===== src/rtl/goalie_move_ctrl.sv =====
// Goalie positioning controller: arbitrates CPU and scanner targets and drives a stepper handshake.
// Optional move watchdog enabled by defining GOALIE_TIMEOUT_EN.
module goalie_move_ctrl #(
  parameter int unsigned STEPS_PER_SLOT = 200,
  parameter int unsigned SETTLE_CYCLES  = 1000,
  parameter int unsigned TIMEOUT_CYCLES = 100000000
) (
  input  logic        clk,
  input  logic        reset_n,
  input  logic        auto_valid,
  input  logic [2:0]  auto_slot,
  input  logic        cpu_valid,
  input  logic [31:0] cpu_target,
  output logic        step_valid,
  input  logic        step_ready,
  output logic [31:0] step_target,
  input  logic        step_busy,
  output logic        busy,
  output logic [31:0] cur_pos,
  output logic [31:0] status,
  output logic [1:0]  state_dbg
);

  // Stepper handshake: a command transfers on a clk edge where step_valid && step_ready;
  // step_valid and step_target stay stable from assertion until that edge.

  localparam logic [1:0] IDLE   = 2'd0;
  localparam logic [1:0] ISSUE  = 2'd1;
  localparam logic [1:0] MOVING = 2'd2;
  localparam logic [1:0] SETTLE = 2'd3;

  localparam logic [31:0] STEPS_W  = 32'(STEPS_PER_SLOT);
  localparam logic [32:0] SETTLE_W = 33'(SETTLE_CYCLES);

  logic [1:0]  state_q, state_d;
  logic        cpu_pend_q, cpu_pend_d;
  logic [31:0] cpu_tgt_q, cpu_tgt_d;
  logic        auto_pend_q, auto_pend_d;
  logic [2:0]  auto_slot_q, auto_slot_d;
  logic [31:0] step_target_q, step_target_d;
  logic [31:0] cur_pos_q, cur_pos_d;
  logic [31:0] settle_cnt_q, settle_cnt_d;
  logic        seen_busy_q, seen_busy_d;
  logic        low_cnt_q, low_cnt_d;
  logic        fault;

  logic [31:0] auto_tgt;
  logic [31:0] sel_tgt;
  logic        take;
  logic        cpu_clr;
  logic        auto_clr;
  logic        settle_done;

  assign auto_tgt    = 32'(auto_slot_q) * STEPS_W;
  assign settle_done = ({1'b0, settle_cnt_q} + 33'd1) >= SETTLE_W;

`ifdef GOALIE_TIMEOUT_EN
  localparam logic [32:0] TIMEOUT_W = 33'(TIMEOUT_CYCLES);
  logic        fault_q, fault_d;
  logic [31:0] wd_cnt_q, wd_cnt_d;
  assign fault = fault_q;
`else
  assign fault = 1'b0;
`endif

  always_comb begin
    state_d       = state_q;
    step_target_d = step_target_q;
    cur_pos_d     = cur_pos_q;
    settle_cnt_d  = settle_cnt_q;
    seen_busy_d   = seen_busy_q;
    low_cnt_d     = low_cnt_q;
    cpu_tgt_d     = cpu_valid ? cpu_target : cpu_tgt_q;
    auto_slot_d   = auto_valid ? auto_slot : auto_slot_q;
    sel_tgt       = cpu_tgt_q;
    take          = 1'b0;
    cpu_clr       = 1'b0;
    auto_clr      = 1'b0;
`ifdef GOALIE_TIMEOUT_EN
    fault_d       = fault_q;
    wd_cnt_d      = wd_cnt_q;
`endif

    case (state_q)
      IDLE: begin
        if (cpu_pend_q) begin
          cpu_clr = 1'b1;
          sel_tgt = cpu_tgt_q;
          take    = 1'b1;
        end else if (auto_pend_q && !fault) begin
          auto_clr = 1'b1;
          sel_tgt  = auto_tgt;
          take     = 1'b1;
        end
        // A target equal to the committed position is consumed without a move.
        if (take && (sel_tgt != cur_pos_q)) begin
          step_target_d = sel_tgt;
          state_d       = ISSUE;
`ifdef GOALIE_TIMEOUT_EN
          wd_cnt_d      = '0;
`endif
        end
      end
      ISSUE: begin
        if (step_ready) begin
          cur_pos_d   = step_target_q;
          seen_busy_d = 1'b0;
          low_cnt_d   = 1'b0;
          state_d     = MOVING;
        end
      end
      MOVING: begin
        // Done on the first busy fall, or if busy never rose within two cycles.
        if (step_busy) begin
          seen_busy_d = 1'b1;
        end else if (seen_busy_q || low_cnt_q) begin
          settle_cnt_d = '0;
          state_d      = SETTLE;
        end else begin
          low_cnt_d = 1'b1;
        end
      end
      default: begin
        if (settle_done) begin
          settle_cnt_d = '0;
          state_d      = IDLE;
        end else begin
          settle_cnt_d = settle_cnt_q + 32'd1;
        end
      end
    endcase

`ifdef GOALIE_TIMEOUT_EN
    if (state_q == ISSUE || state_q == MOVING) begin
      if (({1'b0, wd_cnt_q} + 33'd1) >= TIMEOUT_W) begin
        state_d  = IDLE;
        fault_d  = 1'b1;
        wd_cnt_d = '0;
      end else begin
        wd_cnt_d = wd_cnt_q + 32'd1;
      end
    end
`endif

    // A strobe coinciding with its flag being consumed wins.
    cpu_pend_d  = cpu_valid ? 1'b1 : (cpu_clr ? 1'b0 : cpu_pend_q);
    auto_pend_d = (auto_valid && !fault) ? 1'b1 : (auto_clr ? 1'b0 : auto_pend_q);
  end

  always_ff @(posedge clk) begin
    if (!reset_n) begin
      state_q       <= IDLE;
      cpu_pend_q    <= 1'b0;
      cpu_tgt_q     <= '0;
      auto_pend_q   <= 1'b0;
      auto_slot_q   <= '0;
      step_target_q <= '0;
      cur_pos_q     <= '0;
      settle_cnt_q  <= '0;
      seen_busy_q   <= 1'b0;
      low_cnt_q     <= 1'b0;
    end else begin
      state_q       <= state_d;
      cpu_pend_q    <= cpu_pend_d;
      cpu_tgt_q     <= cpu_tgt_d;
      auto_pend_q   <= auto_pend_d;
      auto_slot_q   <= auto_slot_d;
      step_target_q <= step_target_d;
      cur_pos_q     <= cur_pos_d;
      settle_cnt_q  <= settle_cnt_d;
      seen_busy_q   <= seen_busy_d;
      low_cnt_q     <= low_cnt_d;
    end
  end

`ifdef GOALIE_TIMEOUT_EN
  always_ff @(posedge clk) begin
    if (!reset_n) begin
      fault_q  <= 1'b0;
      wd_cnt_q <= '0;
    end else begin
      fault_q  <= fault_d;
      wd_cnt_q <= wd_cnt_d;
    end
  end
`endif

  assign step_valid  = (state_q == ISSUE);
  assign step_target = step_target_q;
  assign busy        = (state_q != IDLE);
  assign cur_pos     = cur_pos_q;
  assign status      = {25'd0, auto_slot_q, fault, auto_pend_q, cpu_pend_q, busy};
  assign state_dbg   = state_q;

endmodule

===== config.mk =====
export PLATFORM = sky130hd
export DESIGN_NAME = goalie_move_ctrl
export DESIGN_NICKNAME = d
export VERILOG_FILES = /design/src/rtl/goalie_move_ctrl.sv
export SDC_FILE = /design/constraint.sdc
export NUM_CORES = 1
export LEC_CHECK = 0
export ABC_CLOCK_PERIOD_IN_PS = 10300
export CAP_MARGIN = 30
export CORE_UTILIZATION = 30
export CTS_BUF_LIST = sky130_fd_sc_hd__clkbuf_16
export DETAILED_ROUTE_END_ITERATION = 6
export PLACE_DENSITY = 0.63
export SETUP_SLACK_MARGIN = 0.1
export SLEW_MARGIN = 20
export SYNTH_ARGS = -nofsm -noshare
export SYNTH_HDL_FRONTEND = slang
export SYNTH_SLANG_ARGS = --single-unit
export TNS_END_PERCENT = 10

===== constraint.sdc =====
create_clock -name clk -period 10.3 [get_ports clk]
set_clock_uncertainty 0.15 [all_clocks]
set_input_delay 2.06 -clock clk [delete_from_list [all_inputs] [get_ports clk]]
set_output_delay 2.06 -clock clk [all_outputs]
set_load 0.03 [all_outputs]

==> flow_metrics.env <==
export IMPL_status="completed"
export IMPL_area_delta_synth_final_pct=29.5
export IMPL_period_needed_ns=4.30
export IMPL_yosysWarningCount=0
export IMPL_hold_class="register to register"
export IMPL_postLayoutSetupSlackWorst_ns=6.00
export IMPL_stdcell_area_sq_mm=0.00858
export IMPL_postRouteAntennaNets=0
export IMPL_setup_viol=0
export IMPL_cts_hold_buf=0
export IMPL_criticalPathCategory="register to output port"
export IMPL_die_y_um=151
export IMPL_grt_pass1_vias=5017
export IMPL_cp_startpoint="state_dbg[0]"
export IMPL_root_buffer="clkbuf_16"
export IMPL_wl_per_cell_um=14.6
export IMPL_relSlewSlack=0.473
export IMPL_syn_cell_area_sq_mm=0.00662
export IMPL_h_tree_depth=4
export IMPL_routabilityCongestion=0.776
export IMPL_synth_cell_types=57
export IMPL_dr_pass1_iters=4
export IMPL_grt_max_degree=58
export IMPL_path_clk_slew_ns=0.06
export IMPL_antenna_found_initial=0
export IMPL_cp_start_kind="register"
export IMPL_leakage_nw=3.31
export IMPL_drive_above_1_share=0.0680
export IMPL_yosys_register_bits=137
export IMPL_placed_cell_area_sq_mm=0.00793
export IMPL_viasPerCell=4.81
export IMPL_antenna_cells=0
export IMPL_insertion_delay_ns=0.43
export IMPL_preCtsSetupSlack_ns=5.99
export IMPL_clock_sinks=137
export IMPL_ir_drop_mv=0.126
export IMPL_hpwl_um=11600
export IMPL_rows=53
export IMPL_netlist_instances=773
export IMPL_slew_violations=0
export IMPL_grt_overflow=0
export IMPL_max_freq_ghz=0.233
export IMPL_grt_first_pass_wirelength_um=26800
export IMPL_nFillCells=2158
export IMPL_core_area_sq_mm=0.0214
export IMPL_async_reset_ff_frac=0
export IMPL_tritoncts="yes"
export IMPL_path_max_fanout=6
export IMPL_rr_startpoint="auto_slot_q[1]"
export IMPL_worstPathArrival_ns=2.09
export IMPL_dieArea_sq_mm=0.0227
export IMPL_p_per_area_mw_per_mm2=197
export IMPL_post_cts_buffers=0
export IMPL_worstPathRequired_ns=8.09
export IMPL_stdcell_count=1157
export IMPL_ys_seq_area_frac=0.414
export IMPL_drv_cap=0
export IMPL_grt_use_total=0.154
export IMPL_die_width_um=151
export IMPL_ys_flop_type="dfxtp_1"
export IMPL_critPathCaptureType="output port"
export IMPL_dp_cells=1125
export IMPL_nets=921
export IMPL_drcViolationCount=0
export IMPL_start_util=0.310
export IMPL_cts_resized=0
export IMPL_synth_edf_count=0
export IMPL_power_w=0.00169
export IMPL_fin_tns_setup_ns=0
export IMPL_drtIter0Drc=379
export IMPL_clockBufferDepth=2
export IMPL_min_from="step_target[15]"
export IMPL_rsz0062_at_grt="false"
export IMPL_timing_final_crit_share=0.418
export IMPL_dr_total_vias=5567
export IMPL_syn_mean_instance_area_sq_um=8.57
export IMPL_finalHoldViolCount=0
export IMPL_worstMarginPinSlew_ns=0.787
export IMPL_io_pins=141
export IMPL_io_buffer_count=114
export IMPL_routed_wl_um=16900
export IMPL_numCtsBuffers=17
## cell usage in the layout, fill, tap and decap left out, drive strengths merged, types with 3 or more instances in the layout
master / n
a211oi: 5
a21oi: 43
a22oi: 5
a311oi: 4
a31oi: 15
and2: 45
and3: 12
buf: 9
bufinv: 5
clkbuf: 17
clkdlybuf4s50: 113
clkinv: 7
conb: 26
dfxtp: 137
ha: 11
inv: 20
mux2: 5
mux2i: 66
nand2: 94
nand2b: 4
nand3: 16
nand4: 15
nor2: 103
nor3: 11
nor4: 5
nor4bb: 9
o2111ai: 3
o21ai: 12
o32ai: 9
or3: 4
xnor2: 14
xor2: 14
## through the flow
stage,hold WS (ns),utilization
floorplan,0.305,-
global placement,0.304,0.368
detailed placement,0.311,0.371
CTS,0.322,0.402
global route,0.333,0.402
finish,0.319,0.402
## state kept, by name, indices dropped and copies added, names as in the netlist
register / cells
auto_slot_q: 3
low_cnt_q: 1
cpu_pend_q: 1
settle_cnt_q: 32
step_target: 32
auto_pend_q: 1
seen_busy_q: 1
cur_pos: 32
cpu_tgt_q: 32
state_dbg: 2
## per-layer routing
layer / up-vias / track usage / routed length [um] / part of all wire
met3: 21 / 0.0397 / 679 / 0.040
met4: 0 / 0.0560 / 302 / 0.018
met2: 137 / 0.246 / 8020 / 0.47
met5: - / 0 / 0 / 0
met1: 2596 / 0.200 / 7920 / 0.47
li1: 2813 / - / - / -
## final timing paths
kind                      to  slack (ns)  depth (start not counted)
max                status[0]        6.00                          4
min              cur_pos[15]        0.32                          2
max reg2reg  step_target[28]        6.49                         14
min reg2reg      cur_pos[15]        0.32                          2
## synthesized netlist by cell type, types with 2 or more instances
library cell / number / area, sq um
mux2i_1: 66 / 661
o32ai_1: 9 / 78.8
xor2_1: 14 / 123
mux2_2: 5 / 56.3
dfxtp_1: 137 / 2740
xnor2_1: 14 / 123
or3_1: 3 / 18.8
buf_4: 29 / 218
nand4b_1: 2 / 17.5
clkbuf_1: 25 / 93.8
nand2_1: 94 / 353
a2111oi_0: 2 / 17.5
a21oi_1: 43 / 215
and2_1: 45 / 282
and4_1: 2 / 17.5
nand3_1: 15 / 75.1
nor4_1: 3 / 18.8
nor4bb_1: 9 / 90.1
nor2b_1: 2 / 12.5
buf_2: 7 / 35.0
nand2b_1: 4 / 25.0
nand4_1: 14 / 87.6
nor2_1: 103 / 387
a211oi_1: 5 / 37.5
o2111ai_1: 3 / 26.3
buf_1: 8 / 30.0
inv_1: 18 / 67.6
a31oi_1: 15 / 93.8
a211o_1: 2 / 17.5
a22oi_1: 5 / 37.5
o21ai_0: 11 / 55.1
ha_1: 11 / 138
and3_1: 12 / 75.1
a311oi_1: 4 / 35.0
nor3_1: 10 / 50.1
## area by class of cell
class                   count  area [sq um]  area share
well taps                 275           344      0.0401
clock buffers              17           425      0.0496
repair buffers            122          1230       0.144
inverters                  19          72.6     0.00846
multi-input cells         572          3530       0.412
clock inverters            15           224      0.0261
flip-flops and latches    137          2740       0.320
## cell families after synthesis
| family | after synthesis | synth area share |
|---|---|---|
| flip-flops | 137 | 0.414 |
| multiplexers | 71 | 0.108 |
| AND/OR/NAND/NOR | 328 | 0.246 |
| XOR/XNOR | 28 | 0.0370 |
| other | 1 | 0.000566 |
| adder cells (fa/ha/maj) | 11 | 0.0208 |
| buffers and inverters | 89 | 0.0693 |
| AO/OA/AOI/OAI | 108 | 0.104 |
## critical path, stage by stage, from the launching register on
cell and delay [ns]:
dfxtp_1 0.41, inv_1 0.09, ha_1 0.30, inv_1 0.17
clkdlybuf4s50_1 0.70
## where the power goes
group	leakage (nW)	total, W	switching, W	internal [W]
Clock	0.314	0.000668	0.000238	0.000430
Combinational	1.88	0.000418	0.000257	0.000161
Sequential	1.11	0.000605	0.0000384	0.000566
Total	3.31	0.00169	0.000533	0.00116
(Power assumes the default switching activity.)
